==> config.mk <==
export PLATFORM = sky130hd
export DESIGN_NAME = chunk_writeback
export DESIGN_NICKNAME = d
export VERILOG_FILES = /design/src/rtl/brightness_pkg.sv /design/src/rtl/deskew_buffer.sv /design/src/rtl/chunk_writeback.sv
export SDC_FILE = /design/constraint.sdc
export NUM_CORES = 1
export LEC_CHECK = 0
export CAP_MARGIN = 20
export CELL_PAD_IN_SITES_DETAIL_PLACEMENT = 0
export CELL_PAD_IN_SITES_GLOBAL_PLACEMENT = 1
export CORE_ASPECT_RATIO = 2
export CORE_MARGIN = 5
export CORE_UTILIZATION = 51
export DETAILED_ROUTE_END_ITERATION = 6
export PLACE_DENSITY_LB_ADDON = 0.15
export SYNTH_ARGS = -nofsm -noshare
export SYNTH_HDL_FRONTEND = slang
export SYNTH_SLANG_ARGS = --single-unit
==> constraint.sdc <==
create_clock -name clk -period 6.7 [get_ports clk]
set_input_delay 1.005 -clock clk [delete_from_list [all_inputs] [get_ports clk]]
set_output_delay 1.005 -clock clk [all_outputs]
set_load 0.01 [all_outputs]
==> src/rtl/brightness_pkg.sv <==
// Shared types and pixel arithmetic for the chunk write-back stage.
// Holds the FSM state encoding, lane geometry and the brightness saturation helper.
// No timing of its own; used combinationally by the write path.
package brightness_pkg;

    typedef enum logic [2:0] {
        S_IDLE,
        S_COLLECT,
        S_WRITE,
        S_NEXT,
        S_DONE
    } wb_state_t;

    localparam int LANE_W  = 16;
    localparam int N_WAVES = 7;

    // Lane is unsigned 16 b, brightness signed 9 b; the 18-bit sum cannot overflow.
    function automatic logic [7:0] sat_pixel(input logic [LANE_W-1:0] lane,
                                             input logic signed [8:0] brightness);
        logic signed [17:0] sum;
        sum = $signed({2'b00, lane}) + $signed({{9{brightness[8]}}, brightness});
        if (sum[17])
            sat_pixel = 8'd0;
        else if (sum > 18'sd255)
            sat_pixel = 8'hFF;
        else
            sat_pixel = sum[7:0];
    endfunction

endpackage

==> src/rtl/deskew_buffer.sv <==
// 4x4 x 16 b de-skew buffer: wavefront d writes lane r into column d-3+r.
// Write takes effect on the next clock; read port is combinational.
// No flow control; the caller strobes wr_en only on accepted wavefronts.
module deskew_buffer
    import brightness_pkg::*;
(
    input  logic                  clk,
    input  logic                  wr_en,
    input  logic [2:0]            wave,
    input  logic [4*LANE_W-1:0]   wave_data,
    input  logic [1:0]            rd_i,
    input  logic [1:0]            rd_j,
    output logic [LANE_W-1:0]     rd_data
);

    logic [LANE_W-1:0] mem [4][4];

    // Lanes whose diagonal column falls outside the chunk carry padding and are dropped.
    always_ff @(posedge clk) begin
        if (wr_en) begin
            for (int r = 0; r < 4; r++) begin
                for (int c = 0; c < 4; c++) begin
                    if (int'(wave) + r - 3 == c)
                        mem[r][c] <= wave_data[4*LANE_W-1-LANE_W*r -: LANE_W];
                end
            end
        end
    end

    assign rd_data = mem[rd_i][rd_j];

endmodule

==> src/rtl/chunk_writeback.sv <==
// De-skews 7 wavefronts per 4x4 chunk, applies saturating brightness, writes 16 pixels to RAM.
// Latency: first write the cycle after the 7th accept; 7 accepts + 16 writes + 1 cycle per chunk.
// Backpressure: in_ready is high only while collecting; valid in any other state is ignored.
module chunk_writeback
    import brightness_pkg::*;
#(
    parameter int ADDR_WIDTH  = 6,
    parameter int DATA_WIDTH  = 8,
    parameter int MATRIX_SIZE = 8,
    parameter int CHUNK_SIZE  = 4
) (
    input  logic                  clk,
    input  logic                  reset,
    input  logic                  start,
    input  logic [8:0]            brightness,
    input  logic [63:0]           in_data,
    input  logic                  in_valid,
    output logic                  in_ready,
    output logic                  ram_we,
    output logic [ADDR_WIDTH-1:0] ram_addr,
    output logic [DATA_WIDTH-1:0] ram_wdata,
    output logic                  busy,
    output logic                  done
);

    localparam int                OFF_W    = $clog2(MATRIX_SIZE) + 1;
    localparam logic [OFF_W-1:0]  LAST_OFF = OFF_W'(MATRIX_SIZE - CHUNK_SIZE);
    localparam logic [OFF_W-1:0]  STEP     = OFF_W'(CHUNK_SIZE);

    wb_state_t          state;
    logic [OFF_W-1:0]   row_off;
    logic [OFF_W-1:0]   col_off;
    logic [2:0]         wave_cnt;
    logic [3:0]         pix_cnt;
    logic signed [8:0]  bright_q;

    logic                   accept;
    logic [3:0]             rd_idx;
    logic [LANE_W-1:0]      rd_data;
    logic [ADDR_WIDTH-1:0]  wr_addr;
    logic [DATA_WIDTH-1:0]  wr_data;

    assign accept = (state == S_COLLECT) && in_valid;

    // Outputs are registered, so the buffer is read one pixel ahead of the write cycle.
    assign rd_idx  = (state == S_WRITE) ? pix_cnt + 4'd1 : 4'd0;
    assign wr_addr = ADDR_WIDTH'((int'(row_off) + int'(rd_idx[3:2])) * MATRIX_SIZE
                                + int'(col_off) + int'(rd_idx[1:0]));
    assign wr_data = DATA_WIDTH'(sat_pixel(rd_data, bright_q));

    deskew_buffer u_buf (
        .clk       (clk),
        .wr_en     (accept),
        .wave      (wave_cnt),
        .wave_data (in_data),
        .rd_i      (rd_idx[3:2]),
        .rd_j      (rd_idx[1:0]),
        .rd_data   (rd_data)
    );

    always_ff @(posedge clk) begin
        if (reset) begin
            state     <= S_IDLE;
            row_off   <= '0;
            col_off   <= '0;
            wave_cnt  <= '0;
            pix_cnt   <= '0;
            bright_q  <= '0;
            in_ready  <= 1'b0;
            ram_we    <= 1'b0;
            ram_addr  <= '0;
            ram_wdata <= '0;
            busy      <= 1'b0;
            done      <= 1'b0;
        end else begin
            case (state)
                S_IDLE: begin
                    done <= 1'b0;
                    if (start) begin
                        state    <= S_COLLECT;
                        bright_q <= brightness;
                        row_off  <= '0;
                        col_off  <= '0;
                        wave_cnt <= '0;
                        pix_cnt  <= '0;
                        in_ready <= 1'b1;
                        busy     <= 1'b1;
                    end
                end
                S_COLLECT: begin
                    if (in_valid) begin
                        wave_cnt <= wave_cnt + 3'd1;
                        if (wave_cnt == 3'(N_WAVES - 1)) begin
                            state     <= S_WRITE;
                            in_ready  <= 1'b0;
                            pix_cnt   <= '0;
                            ram_we    <= 1'b1;
                            ram_addr  <= wr_addr;
                            ram_wdata <= wr_data;
                        end
                    end
                end
                S_WRITE: begin
                    if (pix_cnt == 4'd15) begin
                        state  <= S_NEXT;
                        ram_we <= 1'b0;
                    end else begin
                        pix_cnt   <= pix_cnt + 4'd1;
                        ram_addr  <= wr_addr;
                        ram_wdata <= wr_data;
                    end
                end
                S_NEXT: begin
                    wave_cnt <= '0;
                    pix_cnt  <= '0;
                    if (row_off == LAST_OFF && col_off == LAST_OFF) begin
                        state <= S_DONE;
                        done  <= 1'b1;
                    end else begin
                        state    <= S_COLLECT;
                        in_ready <= 1'b1;
                        if (int'(col_off + STEP) >= MATRIX_SIZE) begin
                            col_off <= '0;
                            row_off <= row_off + STEP;
                        end else begin
                            col_off <= col_off + STEP;
                        end
                    end
                end
                S_DONE: begin
                    state <= S_IDLE;
                    done  <= 1'b0;
                    busy  <= 1'b0;
                end
                default: begin
                    state    <= S_IDLE;
                    in_ready <= 1'b0;
                    ram_we   <= 1'b0;
                    busy     <= 1'b0;
                    done     <= 1'b0;
                end
            endcase
        end
    end

endmodule

==> impl_metrics.py, run 1 <==
metrics = {
    "status": {
        "status": "finished, final reports clean",
    },
    "global_route": {
        "overflow": 0,
        "grt_max_degree": 70,
        "grt_antenna_before_repair": 1,
        "grt_pass1_vias": 9258,
        "gr-usage-all-layers_pct": 24.14,
        "grt_pass1_wl_um": 52790,
    },
    "worst_setup_path": {
        "worst-path-buf-inv": 2,
        "cp-start-kind": "register",
        "ff2ff_setup_slack_ns": 1.22,
        "crit_required_ns": 7.09,
        "critPathSlowestCell": "dfxtp_1",
        "r2r_start": "state[0]",
        "cp-startpoint": "state[0]",
        "crit_path_max_fanout": 69,
        "setup.worst_path.end": "ram_wdata[6]",
        "crit_family": "compound AO/OA/AOI/OAI gates",
        "worst-path-stages": 17,
        "timing.rr.end": "ram_wdata[6]",
        "reg2regPathDepth": 17,
        "arrival_ns": 5.87,
        "crit_type": "register to register",
        "worstPathCellList": "nor2_1 > nand3_4 > buf_4 > buf_4 > nand2_1 > and3_1 > a311oi_1 > a311oi_1 > a31oi_1 > ha_1 > a21oi_1 > o211ai_1 > a21oi_1 > o21bai_1 > a2111o_1 > nor3_4 > a221oi_1",
        "max_stage_delay_ns": 0.67,
        "end_kind": "register",
    },
    "worst_hold_path": {
        "hold_start": "busy",
        "hp-class": "register to register",
    },
    "timing": {
        "drv_slew": 0,
        "hold_viol": 0,
        "tightest_slew_ns": 1.005,
        "tns_ns": 0,
        "skew_ns": 0.02158,
        "max-slew-margin-rel_pct": 32.98,
        "fin_crit_sh_pct": 81.75,
        "fin_crit_ns": 5.477,
        "rsz0062_at_grt": "no",
        "setup-violations-final": 0,
        "max_freq_mhz": 182.6,
    },
    "logic_synthesis": {
        "synth_edf_count": 256,
        "synthArstFlopShare_pct": 0,
        "synth_ff_type": "edfxtp_1",
        "synth_warnings": 0,
        "synthesis.area_um2": 13230,
        "synthCells": 1156,
        "synth_seq_area_share_pct": 64.33,
        "synthTopCellsByArea": "edfxtp_1 (58%), nand2_1 (8.8%), dfxtp_1 (6.2%), ha_1 (4.0%), nand3_1 (3.4%)",
        "ys_seq_elements": 297,
        "yosys.area.top_type_share_pct": 58.12,
        "yosysUniqueCellTypes": 61,
        "synth_area_leader_cell": "edfxtp_1",
        "syn_area_per_cell_um2": 11.44,
    },
    "power_and_ir_drop": {
        "pwr_density_cell_nw_per_um2": 264.3,
        "irDropWorstVdd_v": 0.0002361,
        "p_leak_nw": 5.550,
    },
    "layout": {
        "drive_gt1_share_pct": 8.168,
        "instances_no_fill": 1601,
        "nets": 1361,
        "diodes": 0,
        "synthToLayoutAreaGrowth_pct": 17.20,
    },
    "clock_network": {
        "htree_levels": 1,
        "cts_tree": "built",
        "ctsResizeCount": 0,
        "cts_root_buf": "clkbuf_16",
        "clkSlewWorstSetupHoldPaths_ns": 0.07,
        "cts_buffer_depth": 3,
        "clk_latency_ns": 0.55,
        "numCtsBuffers": 26,
        "cts.sinks": 297,
        "hold_buffers": 0,
        "post_cts_buffers": 0,
    },
    "place": {
        "dp_hpwl_um": 23020,
        "gp_congestion": 0.8399,
        "place_inst": 1551,
        "port-buffer-count": 94,
    },
    "floorplan": {
        "rows": 83,
        "fp.dieW_um": 123.9,
        "core_um2": 25650,
        "die-area_um2": 29450,
        "ios": 95,
        "initial_core_util_pct": 51.56,
        "chipHeight_um": 237.7,
    },
    "drt": {
        "drc_errors": 0,
        "wl_per_cell_um": 21.89,
        "postRouteAntennaNets": 0,
        "viasPerCell": 5.760,
        "drtIter0Drc": 714,
        "routed_wl_um": 35040,
        "firstDrtPassIters": 5,
        "via_count": 9222,
    },
    "run": {
        "max-cap-violations": 0,
    },
}
-- final cells by class --
type                       count  area (um2)
fill                        2138       10150
sequential                   297        8508
multi-input combinational    776        4452
timing repair buffer         124        1179
clock buffer                  30       686.9
tap                          340       425.4
clock inverter                18       188.9
inverter                      16       61.31
-- report_power, final --
part	switching, W	total [W]	internal [W]
logic	0.000279	0.000486	0.000207
registers	0.0000349	0.00207	0.00204
clock network	0.000648	0.00154	0.000888
-- cell usage after synthesis, types with 5 or more instances --
cell,instances
dfxtp_1,41
edfxtp_1,256
buf_1,8
nand2_1,311
and3_1,35
o21ai_0,13
a21o_1,5
a31oi_1,20
a21oi_1,49
ha_1,42
a311oi_1,32
inv_1,15
mux2i_1,8
xor2_1,9
a311o_1,15
o211ai_1,6
nand2b_1,5
xnor2_1,11
nand3_1,90
a221oi_1,7
nand3b_1,8
nor2_1,50
clkbuf_1,42
buf_2,18
-- routing by layer --
layer	share of wire [%]	wire, um	global-route usage, %	vias to the layer above
li1	-	-	-	4384
met1	36	12710	27.94	4419
met2	54	18900	43.60	338
met3	5.9	2082	3.976	79
met4	3.8	1338	9.546	2
met5	0.020	7	0	-
-- tightest hold or removal path: stages, from the launching register on --
cell and delay, ns:
dfxtp_1 0.31, nand2_1 0.05, a21oi_1 0.05
-- through the flow --
step	area [um2]	utilization, %	power [W]	hold slack (ns)	setup slack [ns]
after global routing	15500	60.43	0.004241	0.4760	0.6903
final	15500	60.43	0.004097	0.4518	1.223
after global placement	14600	56.91	0.002591	0.4438	1.344
after floorplan	13230	-	0.002391	0.4406	2.489
after detailed placement	14600	56.91	0.002596	0.4476	1.236
after CTS	15470	60.32	0.004127	0.4568	1.219
-- state kept, by name, indices dropped and copies added, names as in the netlist, 2 cells and up --
signal     cells
wave_cnt       3
state          3
col_off        2
row_off        2
ram_wdata      8
u_buf.mem    256
bright_q       9
pix_cnt        4
ram_addr       6
-- worst min-delay path by stage --
stage / end / slack (ns) / depth (start not counted)
final: busy / 0.45 / 2
after global routing: busy / 0.48 / 2
after CTS: busy / 0.46 / 2
after detailed placement: busy / 0.45 / 2
after global placement: busy / 0.44 / 2
after floorplan: bright_q[0] / 0.44 / 2
-- layout by cell type, fill, tap and decap left out, types with 5 or more instances in the layout --
master / count
o21ai_0: 13
a31oi_1: 20
buf_4: 28
nand2_1: 311
nand3_1: 88
a311o_1: 15
clkbuf_16: 27
ha_1: 42
a21o_1: 5
clkdlybuf4s50_1: 94
a21oi_1: 49
dfxtp_1: 41
a221oi_1: 7
o211ai_1: 6
edfxtp_1: 256
xnor2_1: 11
a311oi_1: 32
inv_1: 14
nand3b_1: 8
and3_1: 35
nand2b_1: 5
nor2_2: 15
xor2_1: 9
nor2_1: 34
mux2i_1: 8
clkinv_2: 9
-- kinds of logic (layout without fill, tap and decap cells) --
group                      count (synthesis)  in the layout  share of synthesized area [%]
and+or+nand+nor                          526            526                          17.46
DFF                                      297            297                          64.33
AOI/OAI and AO/OA                        177            177                          9.573
buffers and inverters                     84            188                          2.554
adders and majority gates                 43             43                          4.124
xor gates and xnor gates                  20             20                          1.324
muxes                                      8              8                         0.6055
other                                      1              2                        0.02835
Note: power is estimated with default switching activity, not from simulation.
==> run 2, diff against run 1 <==
Settings changed: CORE_UTILIZATION 51 to 47.
Clock period 6.7 ns to 5.2 ns, I/O delays scaled along.
==> impl_metrics.py, run 2 (synthesis results as in run 1) <==
metrics = {
    "status": {
        "status": "finished, final reports clean",
    },
    "drt": {
        "drc_errors": 0,
        "drtIter0Drc": 806,
        "via_count": 9325,
        "routed_wl_um": 36590,
        "wl_per_cell_um": 22.39,
        "firstDrtPassIters": 7,
        "viasPerCell": 5.707,
        "postRouteAntennaNets": 0,
    },
    "global_route": {
        "grt_antenna_before_repair": 1,
        "gr-usage-all-layers_pct": 23.08,
        "grt_pass1_vias": 9324,
        "grt_pass1_wl_um": 54980,
        "grt_max_degree": 65,
        "overflow": 0,
    },
    "timing": {
        "max-slew-margin-rel_pct": 42.61,
        "tns_ns": 0,
        "skew_ns": 0.01654,
        "setup-violations-final": 0,
        "tightest_slew_ns": 0.8543,
        "fin_crit_sh_pct": 94.27,
        "fin_crit_ns": 4.902,
        "drv_slew": 0,
        "worst_slack_ns": 0.2980,
        "rsz0062_at_grt": "no",
        "max_freq_mhz": 204.0,
        "hold_viol": 0,
    },
    "worst_setup_path": {
        "cp-start-kind": "register",
        "end_kind": "register",
        "crit_required_ns": 5.62,
        "crit_type": "register to register",
        "crit_path_max_fanout": 63,
        "arrival_ns": 5.32,
    },
    "floorplan": {
        "initial_core_util_pct": 47.28,
        "ios": 95,
        "chipHeight_um": 247.2,
        "core_um2": 27980,
        "rows": 87,
        "fp.dieW_um": 128.6,
        "die-area_um2": 31800,
    },
    "clock_network": {
        "post_cts_buffers": 0,
        "htree_levels": 1,
        "cts.sinks": 297,
        "cts_root_buf": "clkbuf_16",
        "numCtsBuffers": 26,
        "hold_buffers": 0,
        "cts_buffer_depth": 3,
        "clk_latency_ns": 0.56,
        "cts_tree": "built",
        "clkSlewWorstSetupHoldPaths_ns": 0.07,
    },
    "place": {
        "gp_congestion": 0.9130,
        "port-buffer-count": 94,
        "pre_cts_ws_ns": 0.3199,
        "dp_hpwl_um": 24380,
    },
    "layout": {
        "largest_register_ffs": 256,
        "final_cell_mix": "nand2_1 (311), edfxtp_1 (256), clkdlybuf4s50_1 (94)",
        "largest-register": "u_buf.mem",
        "synthToLayoutAreaGrowth_pct": 18.72,
        "reg_top3": "u_buf.mem: 256 flops, bright_q: 9 flops, ram_wdata: 8 flops",
        "nets": 1377,
        "final_common_cell": "nand2_1",
        "fillers": 2338,
        "final_util_pct": 56.13,
        "drive_gt1_share_pct": 8.301,
    },
    "run": {
        "max-cap-violations": 0,
    },
    "power_and_ir_drop": {
        "p_leak_nw": 5.666,
        "power_frac_comb_pct": 11.9,
        "swShare_pct": 23.64,
        "internal_power_w": 0.004144,
        "p_seq_share_pct": 49.1,
        "pwr_density_cell_nw_per_um2": 345.6,
        "p_clk_share_pct": 39.0,
        "irDropWorstVdd_v": 0.0003035,
        "p_sw_w": 0.001283,
    },
    "worst_hold_path": {
        "hp-class": "register to register",
    },
}
run 2: changes by cell type in the layout (fill, tap and decap cells not counted), sizes merged:
cell	before	now
buf	29	46
inv	14	17
clkbuf	31	32
clkinv	13	7
clkinvlp	3	2
diode	0	1
bufinv	4	6
run 2: repair_timing:
item / 4_1_cts / 5_1_grt
setup endpoints to repair: 0 / 8
hold endpoints to repair: 0 / 0
resized for setup: 0 / 4
run 2: cell type report:
type | instances | area (um2) | area share (%)
Clock inverter | 16 | 267.8 | 1.705
Tap cell | 356 | 445.4 | 2.837
Sequential cell | 297 | 8508 | 54.18
Antenna cell | 1 | 2.502 | 0.01594
Clock buffer | 32 | 673.1 | 4.287
Multi-Input combinational cell | 776 | 4429 | 28.21
Timing Repair Buffer | 140 | 1315 | 8.374
Inverter | 16 | 61.31 | 0.3904
run 2: worst max-delay path: stages (launching register included):
cell and delay (ns):
dfxtp_1 0.43, ha_1 0.23, xor2_1 0.27, nand3_4 0.19, clkinv_2 0.14, buf_12 0.26
nand2_1 0.08, and3_1 0.18, a311oi_1 0.27, a311oi_1 0.09, a31oi_1 0.45, ha_1 0.36
a211oi_2 0.31, o21ai_2 0.10, a21o_1 0.20, a2111o_1 0.36, a2111o_1 0.36, nor3_4 0.32
a221oi_1 0.13
run 2: power by group through the flow:
| stage | logic, W | clock network (W) | registers [W] |
|---|---|---|---|
| 6_report | 0.000647 | 0.00212 | 0.00266 |
| 3_5_place_dp | 0.000642 | 0 | 0.00272 |
| 2_1_floorplan | 0.000367 | 0 | 0.00271 |
| 3_3_place_gp | 0.000638 | 0 | 0.00272 |
| 4_1_cts | 0.000646 | 0.00215 | 0.00267 |
| 5_1_grt | 0.000708 | 0.00225 | 0.00267 |
run 2: routing by layer:
layer	GRT usage [%]	wire length (um)	vias to the layer above	part of all wire, %
li1	-	-	4429	-
met1	28.26	13860	4544	38
met2	41.81	19580	294	54
met3	2.378	1908	58	5.2
met4	8.163	1240	0	3.4
met5	0	0	-	0
run 2: path summary, 6_finish.rpt:
kind | start | end | slack [ns] | cells past startpoint
setup / recovery | pix_cnt[0] | ram_wdata[2] | 0.30 | 18
hold / removal | bright_q[5] | bright_q[5] | 0.47 | 2
setup reg to reg | pix_cnt[0] | ram_wdata[2] | 0.30 | 18
hold reg to reg | bright_q[5] | bright_q[5] | 0.47 | 2
run 2: per-stage QoR:
| stage | instances | cell area (um2) | hold slack, ns | total power, W |
|---|---|---|---|---|
| 2_1_floorplan | 1157 | 13230 | 0.4406 | 0.003081 |
| 3_3_place_gp | 1585 | 14740 | 0.4557 | 0.003356 |
| 3_5_place_dp | 1585 | 14740 | 0.4597 | 0.003360 |
| 4_1_cts | 1633 | 15680 | 0.4695 | 0.005463 |
| 5_1_grt | 1634 | 15700 | 0.5025 | 0.005625 |
| 6_report | 1634 | 15700 | 0.4718 | 0.005427 |
==> run 3, diff against run 2 <==
Settings changed: CORE_UTILIZATION 47 to 25, GPL_ROUTABILITY_DRIVEN from default to 0.
Clock period 5.2 ns to 6.22 ns, I/O delays scaled along.
==> impl_metrics.py, run 3 (synthesis results as in run 1) <==
metrics = {
    "timing": {
        "hold_viol": 0,
        "fin_crit_ns": 5.278,
        "max-slew-margin-rel_pct": 38.66,
        "max_freq_mhz": 189.5,
        "skew_ns": 0.01144,
        "worst_slack_ns": 0.9419,
        "fin_crit_sh_pct": 84.86,
        "tightest_slew_ns": 0.9179,
        "tns_ns": 0,
        "setup-violations-final": 0,
        "rsz0062_at_grt": "no",
        "drv_slew": 0,
    },
    "clock_network": {
        "htree_levels": 1,
        "clkSlewWorstSetupHoldPaths_ns": 0.07,
        "numCtsBuffers": 28,
        "cts.sinks": 297,
        "ctsResizeCount": 0,
        "cts_root_buf": "clkbuf_16",
        "hold_buffers": 0,
        "clk_latency_ns": 0.57,
        "post_cts_buffers": 0,
        "cts_buffer_depth": 3,
        "cts_tree": "built",
    },
    "place": {
        "post_dp_cell_area_um2": 15020,
        "pre_cts_ws_ns": 0.8295,
        "dp_hpwl_um": 28220,
        "port-buffer-count": 94,
    },
    "power_and_ir_drop": {
        "power_frac_comb_pct": 12.6,
        "p_sw_w": 0.001112,
        "p_seq_share_pct": 50.9,
        "pwr_density_cell_nw_per_um2": 276.4,
        "internal_power_w": 0.003269,
        "p_leak_nw": 5.459,
        "irDropWorstVdd_v": 0.0002136,
        "power_w": 0.004381,
        "p_clk_share_pct": 36.5,
        "swShare_pct": 25.39,
    },
    "layout": {
        "largest-register": "u_buf.mem",
        "final_util_pct": 30.16,
        "fin_area_um2": 15850,
        "nets": 1351,
        "largest_register_ffs": 256,
        "reg_top3": "u_buf.mem: 256 flops, bright_q: 9 flops, ram_wdata: 8 flops",
        "drive_gt1_share_pct": 7.120,
        "final_common_cell": "nand2_1",
        "diodes": 0,
        "final_cell_mix": "nand2_1 (311), edfxtp_1 (256), clkdlybuf4s50_1 (94)",
        "synthToLayoutAreaGrowth_pct": 19.86,
        "fillers": 5309,
    },
    "worst_setup_path": {
        "r2r_start": "pix_cnt[0]",
        "cp-start-kind": "register",
        "arrival_ns": 5.70,
        "crit_required_ns": 6.64,
        "crit_path_max_fanout": 71,
        "cp-startpoint": "pix_cnt[0]",
        "crit_type": "register to register",
        "end_kind": "register",
    },
    "global_route": {
        "grt_pass1_wl_um": 62330,
        "overflow": 0,
        "grt_max_degree": 130,
        "gr-usage-all-layers_pct": 14.32,
        "grt_pass1_vias": 9472,
        "grt_antenna_before_repair": 0,
    },
    "drt": {
        "routed_wl_um": 42600,
        "wl_per_cell_um": 22.25,
        "viasPerCell": 4.705,
        "firstDrtPassIters": 5,
        "postRouteAntennaNets": 0,
        "drc_errors": 0,
        "drtIter0Drc": 553,
        "via_count": 9010,
    },
    "status": {
        "status": "finished, final reports clean",
    },
    "floorplan": {
        "initial_core_util_pct": 25.16,
        "fp.dieW_um": 172.6,
        "die-area_um2": 57890,
        "chipHeight_um": 335.3,
        "rows": 119,
        "ios": 95,
        "core_um2": 52560,
    },
    "run": {
        "max-cap-violations": 0,
    },
    "worst_hold_path": {
        "hp-class": "register to register",
        "hold_start": "bright_q[0]",
    },
}
==> run 3: cell count changes in the layout (fill, tap and decap cells not counted), sizes merged <==
| cell | previous run | this run |
|---|---|---|
| buf | 46 | 17 |
| bufinv | 6 | 0 |
| clkinv | 7 | 12 |
| clkinvlp | 2 | 5 |
| clkbuf | 32 | 34 |
| inv | 17 | 15 |
| diode | 1 | 0 |
==> run 3: power by group through the flow <==
stage                     logic (W)  clock network, W  registers, W
after floorplan            0.000306                 0       0.00227
after global placement     0.000564                 0       0.00227
after detailed placement   0.000564                 0       0.00227
after CTS                  0.000565           0.00166       0.00223
after global routing       0.000610           0.00173       0.00223
final                      0.000553           0.00160       0.00223
==> run 3: per-layer routing <==
| layer | part of all wire, % | vias to the layer above | global-route usage, % |
|---|---|---|---|
| met5 | 0 | - | 0 |
| met4 | 2.7 | 0 | 4.522 |
| met3 | 3.2 | 56 | 1.633 |
| met2 | 55 | 192 | 28.09 |
| met1 | 39 | 4395 | 15.89 |
| li1 | - | 4367 | - |
==> run 3: through the flow <==
stage,hold slack [ns],instances
after global placement,0.4572,1865
final,0.4799,1915
after floorplan,0.4406,1157
after detailed placement,0.4653,1865
after CTS,0.4801,1914
after global routing,0.5019,1915
==> run 3: worst paths after layout <==
check,endpoint,slack [ns],cells after the start
hold / removal,bright_q[0],0.48,2
setup / recovery,ram_wdata[6],0.94,17
hold reg to reg,bright_q[0],0.48,2
setup reg to reg,ram_wdata[6],0.94,17
==> run 3: critical path, stage by stage, from the launching register on <==
cell and delay, ns:
dfxtp_1 0.41, ha_1 0.23, xor2_1 0.25, nand3_4 0.13
inv_4 0.56, nand2_1 0.11, and3_1 0.21, a311oi_1 0.25
a311oi_1 0.08, a31oi_1 0.52, ha_1 0.42, a211oi_1 0.33
o211ai_2 0.17, a21oi_1 0.33, o21bai_1 0.13, a2111o_1 0.49
nor3_4 0.32, a221oi_1 0.13
==> run 3: cell type report <==
type                    instances  area, um2  share of cell area, %
flip-flops and latches        297       8508                  53.67
multi-input cells             776       4527                  28.56
repair buffers                112       1101                  6.946
well taps                     665      832.0                  5.249
clock buffers                  33      740.7                  4.672
clock inverters                16      81.33                 0.5130
inverters                      16      62.56                 0.3946
